File: config.mk
export PLATFORM = sky130hd
export DESIGN_NAME = decode_hazard_ctrl
export DESIGN_NICKNAME = d
export VERILOG_FILES = /design/src/rtl/decode_hazard_ctrl.sv
export SDC_FILE = /design/constraint.sdc
export NUM_CORES = 1
export LEC_CHECK = 0
export CORE_MARGIN = 4
export CORE_UTILIZATION = 60
export CTS_CLUSTER_DIAMETER = 80
export CTS_CLUSTER_SIZE = 25
export DETAILED_ROUTE_END_ITERATION = 8
export DONT_BUFFER_PORTS = 1
export GPL_ROUTABILITY_DRIVEN = 1
export PLACE_DENSITY = 0.74
export SLEW_MARGIN = 10
export SYNTH_ARGS = -nofsm -noshare
export SYNTH_HDL_FRONTEND = slang
export SYNTH_SLANG_ARGS = --single-unit
File: constraint.sdc
create_clock -name clk -period 4.5 [get_ports clk]
set_clock_uncertainty 0.1 [all_clocks]
set_input_delay 1.35 -clock clk [delete_from_list [all_inputs] [get_ports clk]]
set_output_delay 1.35 -clock clk [all_outputs]
set_load 0.02 [all_outputs]
File: src/rtl/decode_hazard_ctrl.sv
// ============================================================================
// Module  : decode_hazard_ctrl
// Brief   : Decode-stage interlock/forwarding controller with a shadow pipeline
//           of in-flight destinations, load-use stall and stall-cycle counter.
// Revision: 1.0
// ============================================================================
`default_nettype none

module decode_hazard_ctrl #(
  parameter int POST_DEC_LD = 3,
  parameter int RADDR_W     = 5,
  parameter int RIP_ADDR    = 16,
  parameter int LOAD_READY  = 2,
  parameter int FLUSH_N     = 1
) (
  input  logic                   clk,
  input  logic                   rstn,
  input  logic                   dec_valid,
  input  logic [RADDR_W-1:0]     dec_d,
  input  logic [RADDR_W-1:0]     dec_s,
  input  logic [RADDR_W-1:0]     dec_t,
  input  logic                   dec_use_d,
  input  logic                   dec_use_s,
  input  logic                   dec_use_t,
  input  logic                   dec_we,
  input  logic [RADDR_W-1:0]     dec_wreg,
  input  logic                   dec_is_load,
  input  logic                   ext_stall,
  input  logic                   flush,
  output logic                   stall_dec,
  output logic [POST_DEC_LD-1:0] fwd_d,
  output logic [POST_DEC_LD-1:0] fwd_s,
  output logic [POST_DEC_LD-1:0] fwd_t,
  output logic [31:0]            stall_cnt
);

  localparam int N = POST_DEC_LD;
  localparam logic [RADDR_W-1:0] RIP_IDX = RADDR_W'(RIP_ADDR);

  function automatic logic [N-1:0] build_ready_mask();
    logic [N-1:0] m;
    for (int i = 0; i < N; i++) m[i] = (i < LOAD_READY);
    return m;
  endfunction

  // Entries below LOAD_READY hold a load whose data is not yet available.
  localparam logic [N-1:0] READY_MASK = build_ready_mask();

  logic [N-1:0]         v_q, v_d;
  logic [N-1:0]         ld_q, ld_d;
  logic [RADDR_W-1:0]   wreg_q [N];
  logic [RADDR_W-1:0]   wreg_d [N];
  logic [31:0]          stall_cnt_q, stall_cnt_d;

  logic [RADDR_W-1:0]   op_idx [3];
  logic [2:0]           op_use;
  logic [N-1:0]         fwd_arr [3];
  logic                 hazard;
  logic                 issue;

  always_comb begin : p_match
    logic [N-1:0] match;
    logic [N-1:0] sel;
    logic         op_hz;
    op_idx[0] = dec_d;
    op_idx[1] = dec_s;
    op_idx[2] = dec_t;
    op_use    = {dec_use_t, dec_use_s, dec_use_d};
    hazard    = 1'b0;
    for (int x = 0; x < 3; x++) begin
      match = '0;
      for (int i = 0; i < N; i++) begin
        match[i] = op_use[x] & dec_valid & v_q[i] &
                   (wreg_q[i] == op_idx[x]) & (op_idx[x] != RIP_IDX);
      end
      // Isolate the lowest set bit: the youngest producer wins.
      sel        = match & (~match + {{(N-1){1'b0}}, 1'b1});
      op_hz      = |(sel & ld_q & READY_MASK);
      hazard     = hazard | op_hz;
      fwd_arr[x] = op_hz ? '0 : sel;
    end
  end

  assign stall_dec = rstn & (hazard | ext_stall);
  assign fwd_d     = rstn ? fwd_arr[0] : '0;
  assign fwd_s     = rstn ? fwd_arr[1] : '0;
  assign fwd_t     = rstn ? fwd_arr[2] : '0;
  assign stall_cnt = stall_cnt_q;
  assign issue     = dec_valid & ~stall_dec & ~flush;

  always_comb begin : p_next
    v_d  = v_q;
    ld_d = ld_q;
    for (int i = 0; i < N; i++) wreg_d[i] = wreg_q[i];
    if (!ext_stall) begin
      for (int i = 1; i < N; i++) begin
        v_d[i]    = v_q[i-1];
        ld_d[i]   = ld_q[i-1];
        wreg_d[i] = wreg_q[i-1];
      end
      // Non-writing instructions enter as bubbles so they never match.
      v_d[0]    = issue & dec_we;
      ld_d[0]   = issue & dec_we & dec_is_load;
      wreg_d[0] = dec_wreg;
    end
    if (flush) begin
      for (int i = 0; i < N; i++) begin
        if (i < FLUSH_N) v_d[i] = 1'b0;
      end
    end
    stall_cnt_d = stall_cnt_q;
    if (hazard && !ext_stall && !flush && (stall_cnt_q != 32'hFFFF_FFFF)) begin
      stall_cnt_d = stall_cnt_q + 32'd1;
    end
  end

  always_ff @(posedge clk or negedge rstn) begin
    if (!rstn) begin
      v_q         <= '0;
      ld_q        <= '0;
      stall_cnt_q <= '0;
      for (int i = 0; i < N; i++) wreg_q[i] <= '0;
    end else begin
      v_q         <= v_d;
      ld_q        <= ld_d;
      stall_cnt_q <= stall_cnt_d;
      for (int i = 0; i < N; i++) wreg_q[i] <= wreg_d[i];
    end
  end

endmodule

`default_nettype wire

==> run summary, run 1 <==
clock sink total -> 52
GR Util All Layers -> 23.4%
final wirelength -> 7010 um
Yosys reg bits -> 52
Iteration-0 DRC Markers -> 152
status -> completed
power density cells -> 295 nW/um^2
Antenna Violating Nets Remaining -> 0
Final Cycle Share -> 95.7%
Syn-to-layout area delta -> 6.86%
# H-tree levels -> 2
1st-pass router iterations -> 4
Placed Area -> 3190 sq um
synth top area cells -> dfrtp_1 (42%), xor2_1 (11%), xnor2_1 (10%)
vias -> 2285
I/O pins -> 72
Commonest cells post-synth -> dfrtp_1 (52), xor2_1 (40), xnor2_1 (36)
Max Slew Vio Count -> 0
Critical Path AT -> 2860 ps
Relative slew margins -> 58.5%
min-delay worst type -> reg2reg
Storage cell area -> 1300 sq um
flop2flop setup slack -> 1510 ps
fin area -> 3310 sq um
Min Clock Period, post-route -> 4310 ps
Cell Area, Synth -> 3100 sq um
most frequent cell after synthesis -> dfrtp_1
Die H -> 79.9 um
leakage power -> 0.00143 uW
asr flop ratio synth -> 100%
classification of the worst setup path -> in2out
Post-synth EDFFs -> 0
Critical Path RT -> 3050 ps
Hold-fix buffers, CTS -> 0
largest net degree at the start of global routing -> 60
fillers -> 407
Max Cap Viol -> 0
clock slew at reported path FFs -> 80 ps
# DRC -> 0
Die X -> 79.9 um
vias per cell -> 6.14
Worst Max-Slew Pin Slew -> 621 ps
gpl congestion -> 0.968
peak supply drop -> 0.000376 V
post-synthesis sequential area ratio -> 42.0%
Crit Path Max Fanout -> 4
main flop type after synthesis -> dfrtp_1
Ys Warns -> 0
die footprint -> 6380 sq um
crit path cell chain -> xor2_1, or4_4, o21bai_1, o2bb2a_1, o211ai_1, o21a_1
total CTS buffers -> 5
fmax -> 0.232 GHz
CTS Root Cell -> clkbuf_8
vias in the first global route -> 2273
area leader, netlist -> dfrtp_1
n_diodes -> 0
startpoint types -> input port
Initial Util -> 63.6%
Setup TNS -> 0 ps
first-pass GRT wire length -> 11600 um
post-synth top area share -> 42.0%
routed wire length per instance -> 18.8 um
Flop pwr share -> 54.6%
clk_lat worst skew -> 310 ps
endpoints failing hold -> 0
Internal -> 740 uW
Rows -> 25
RSZ-0062 raised after global routing -> false
initial antenna violation count -> 0
Yosys cell types -> 40
Core Region -> 4880 sq um
Gate Count Post-Synth -> 299
postcts setup bufs -> 0
number of port buffers -> 0
grt ovf -> 0
setup violators final -> 0
net load switching power -> 238 uW
Avg Cell Area, Syn -> 10.4 sq um
Max stage delay on crit path -> 550 ps
Synth Net Count -> 330
CP endpoint kind -> output pin
Multi-input gate area -> 1740 sq um
sw frac -> 24.3%
CTS tree -> done
clk buf depth -> 2
Critical-path top delay cell -> or4_4
Layout Nets -> 335
Gate power share -> 11.1%
cts repair resizes -> 0
share of layout cells above drive strength 1 -> 15.1%
post-DP HPWL -> 5230 um
part of the power in the clock network -> 34.3%
Tot Pwr -> 977 uW
cell usage in the layout, fill, tap and decap left out, types with 2 or more instances in the layout:
cell / instances
and2_1: 4
nand2_1: 17
nor2_1: 12
mux2_2: 19
or3_1: 2
dfrtp_1: 52
nor4_1: 12
nor3b_1: 3
nor4_2: 5
nand2b_1: 3
nor4_4: 2
inv_1: 5
xor2_1: 40
nor3_1: 18
nand3_1: 17
and3_1: 3
xnor2_1: 36
nand4_1: 22
buf_4: 7
clkbuf_8: 6
layer usage:
layer / up-vias / wire length, um / share of wire, % / GRT usage (%)
met3: 10 / 481 / 6.9 / 5.64
met4: 0 / 78 / 1.1 / 6.08
met5: - / 0 / 0 / 0
li1: 1085 / - / - / -
met1: 1118 / 3270 / 47 / 33.3
met2: 72 / 3180 / 45 / 35.7
worst paths after layout:
check	start	end	cells after the start
worst max-delay path	dec_d[4]	stall_dec	6
worst min-delay path	ld_q[1]$_DFFE_PN0N_	ld_q[1]$_DFFE_PN0N_	1
worst max register to register	stall_cnt[24]$_DFFE_PN0P_	stall_cnt[29]$_DFFE_PN0P_	8
max in group asynchronous	rstn	wreg_q[0]$_DFFE_PN0N_	0
min in group asynchronous	rstn	stall_cnt[15]$_DFFE_PN0P_	0
worst min register to register	ld_q[1]$_DFFE_PN0N_	ld_q[1]$_DFFE_PN0N_	1
per-stage QoR:
| step | worst slack (ps) | std cells | utilization, % | hold WS (ps) |
|---|---|---|---|---|
| finish | 193 | 372 | 67.9 | 454 |
| global route | 109 | 372 | 67.9 | 472 |
| CTS | 215 | 372 | 67.9 | 449 |
| detailed placement | 224 | 364 | 65.4 | 430 |
| global placement | 254 | 364 | 65.4 | 421 |
| floorplan | 335 | 299 | - | 402 |
critical path, delay by kind of cell:
family,cells,cell delay (ps)
compound gates,4,820
xor+xnor,1,120
simple gates,1,550
power groups by stage:
stage / Clock (uW) / Sequential (uW) / Combinational [uW]
2_1_floorplan: 0 / 527 / 98.6
3_3_place_gp: 0 / 542 / 104
3_5_place_dp: 0 / 542 / 108
4_1_cts: 344 / 533 / 108
5_1_grt: 366 / 537 / 122
6_report: 335 / 534 / 108
area by class of cell:
| cell class | count | share of cell area [%] |
|---|---|---|
| Sequential cell | 52 | 39.3 |
| Timing Repair Buffer | 7 | 1.59 |
| Inverter | 5 | 0.566 |
| Clock inverter | 2 | 1.17 |
| Tap cell | 67 | 2.53 |
| Multi-Input combinational cell | 233 | 52.4 |
| Clock buffer | 6 | 2.49 |
kinds of logic (layout without fill, tap and decap cells):
kind of cell    count (synthesis)  after routing  synth area share, %
buf+inv                        14             20                 2.06
flops                          52             52                 42.0
fa+ha+maj                       1              1                0.403
simple gates                  126            126                 24.3
xor+xnor                       76             76                 21.5
compound gates                 11             11                 2.90
mux                            19             19                 6.90
state kept, by name (all words and copies together) (netlist names):
name / count
wreg_q: 15
stall_cnt: 32
v_q: 3
ld_q: 2
Power figures use the tool's default switching activity.
==> run 2: changes to the inputs <==
--- a/config.mk
+++ b/config.mk
@@ -5,6 +5,7 @@
 export SDC_FILE = /design/constraint.sdc
 export NUM_CORES = 1
 export LEC_CHECK = 0
+export CORE_ASPECT_RATIO = 1.75
 export CORE_MARGIN = 4
 export CORE_UTILIZATION = 60
 export CTS_CLUSTER_DIAMETER = 80
==> run 2 against run 1 <==
Effect of this change: critical path depth is the same; wire length grew 4.6%; first-iteration DRC count shrank 38%; critical path type unchanged; largest cell class unchanged.
==> run summary, run 2 (same netlist as run 1, synthesis figures left out) <==
initial antenna violation count -> 0 (unchanged)
Core Region -> 4980 sq um (+2.0%)
post-DP HPWL -> 5620 um (+7.5%)
clk_lat worst skew -> 300 ps (about the same)
grt ovf -> 0 (unchanged)
vias per cell -> 6.47 (+5.3%)
1st-pass router iterations -> 4 (unchanged)
Layout Nets -> 332 (-0.90%)
fmax -> 0.234 GHz (+0.60%)
Tot Pwr -> 970 uW (-0.77%)
Iteration-0 DRC Markers -> 94 (-38%)
clock slew at reported path FFs -> 100 ps (+20 ps)
CP endpoint kind -> output pin
first-pass GRT wire length -> 12000 um (+3.6%)
largest net degree at the start of global routing -> 60 (unchanged)
GR Util All Layers -> 23.7% (+0.32 points)
Syn-to-layout area delta -> 5.41%
Relative slew margins -> 37.2% (-21 points)
Max Cap Viol -> 0 (unchanged)
# DRC -> 0 (unchanged)
Worst Max-Slew Pin Slew -> 933 ps (+311 ps)
Die X -> 62.4 um (-22%)
peak supply drop -> 0.000264 V (-30%)
Antenna Violating Nets Remaining -> 0 (unchanged)
most frequent cells in the layout -> dfrtp_1 (52), xor2_1 (40), xnor2_1 (36), nand4_1 (22), mux2_2 (19)
leakage power -> 0.00141 uW (-1.4%)
Min Clock Period, post-route -> 4280 ps (-25.8 ps)
CTS Root Cell -> clkbuf_8
clock sink total -> 52 (unchanged)
CTS tree -> done
startpoint types -> input port
RSZ-0062 raised after global routing -> false
Hold-fix buffers, CTS -> 0 (unchanged)
most common cell after layout, fill and taps aside -> dfrtp_1
Critical Path AT -> 2830 ps (-30 ps)
Rows -> 34 (+36%)
gpl congestion -> 0.906 (-6.4%)
# H-tree levels -> 2 (unchanged)
Setup TNS -> 0 ps (unchanged)
Crit Path Max Fanout -> 4 (unchanged)
die footprint -> 6430 sq um (+0.71%)
Final Cycle Share -> 95.1% (-0.57 points)
I/O pins -> 72 (unchanged)
status -> completed
max FFs per register -> 32 (unchanged)
routed wire length per instance -> 20.6 um (+9.3%)
classification of the worst setup path -> in2out
number of port buffers -> 0 (unchanged)
share of layout cells above drive strength 1 -> 14.2% (-0.84 points)
n_diodes -> 0 (unchanged)
total CTS buffers -> 5 (unchanged)
power density cells -> 297 nW/um^2 (+0.59%)
clk buf depth -> 2 (unchanged)
setup violators final -> 0 (unchanged)
final wirelength -> 7330 um (+4.6%)
postcts setup bufs -> 0 (unchanged)
cts repair resizes -> 0 (unchanged)
vias -> 2303 (+0.79%)
Die H -> 103 um (+29%)
endpoints failing hold -> 0 (unchanged)
Initial Util -> 62.3% (-1.2 points)
vias in the first global route -> 2491 (+9.6%)
Critical Path RT -> 3050 ps (about the same)
min-delay worst type -> reg2reg
Max Slew Vio Count -> 0 (unchanged)
==> run 2: cell types whose count changed in the layout (fill, tap and decap cells not counted) <==
cell / previous run / this run
buf_4: 7 / 4
clkbuf_8: 6 / 5
clkinv_4: 1 / 0
clkinvlp_4: 0 / 1
inv_6: 0 / 1
==> run 2: report_power, final <==
group	switching (uW)	internal [uW]	total (uW)
Combinational	42.2	68.7	111
Sequential	42.6	489	532
Clock	160	168	327
==> run 2: worst paths after layout <==
path	from	end	slack (ps)	depth (start not counted)
setup / recovery	dec_d[3]	stall_dec	220	6
hold / removal	ld_q[1]$_DFFE_PN0N_	ld_q[1]$_DFFE_PN0N_	450	1
setup reg to reg	stall_cnt[11]$_DFFE_PN0P_	stall_cnt[1]$_DFFE_PN0P_	1100	6
hold reg to reg	ld_q[1]$_DFFE_PN0N_	ld_q[1]$_DFFE_PN0N_	450	1
max in group asynchronous	rstn	stall_cnt[30]$_DFFE_PN0P_	3580	0
min in group asynchronous	rstn	stall_cnt[0]$_DFFE_PN0P_	630	0
==> run 2: layout make-up <==
type	instances	area, sq um
timing repair buffer	4	30.0
tap	54	67.6
inverter	5	18.8
sequential	52	1300
clock buffer	5	68.8
fill	429	1710
clock inverter	3	46.3
multi-input combinational	233	1740
==> run 2: worst max-delay path, stage by stage <==
cell	delay [ps]
xnor2_1	140
nand4_1	110
or3_1	420
o2bb2a_1	330
o211ai_1	210
o21a_1	270
==> run 2: stage by stage <==
stage               setup WS, ps  std cells  hold slack, ps  utilization [%]  area (sq um)
global placement             245        348             412             63.4          3150
finish                       219        356             446             65.7          3270
CTS                          221        356             442             65.7          3270
detailed placement           230        348             419             63.4          3150
global route                 119        356             494             65.7          3270
floorplan                    335        299             402                -          3100
==> run 2: per-layer routing <==
metal	vias up	share of wire, %	routed length, um	GRT usage (%)
met3	23	7.2	531	6.87
met5	-	0	0	0
met2	85	54	3960	42.9
li1	1071	-	-	-
met1	1124	34	2490	24.1
met4	0	4.7	342	14.1
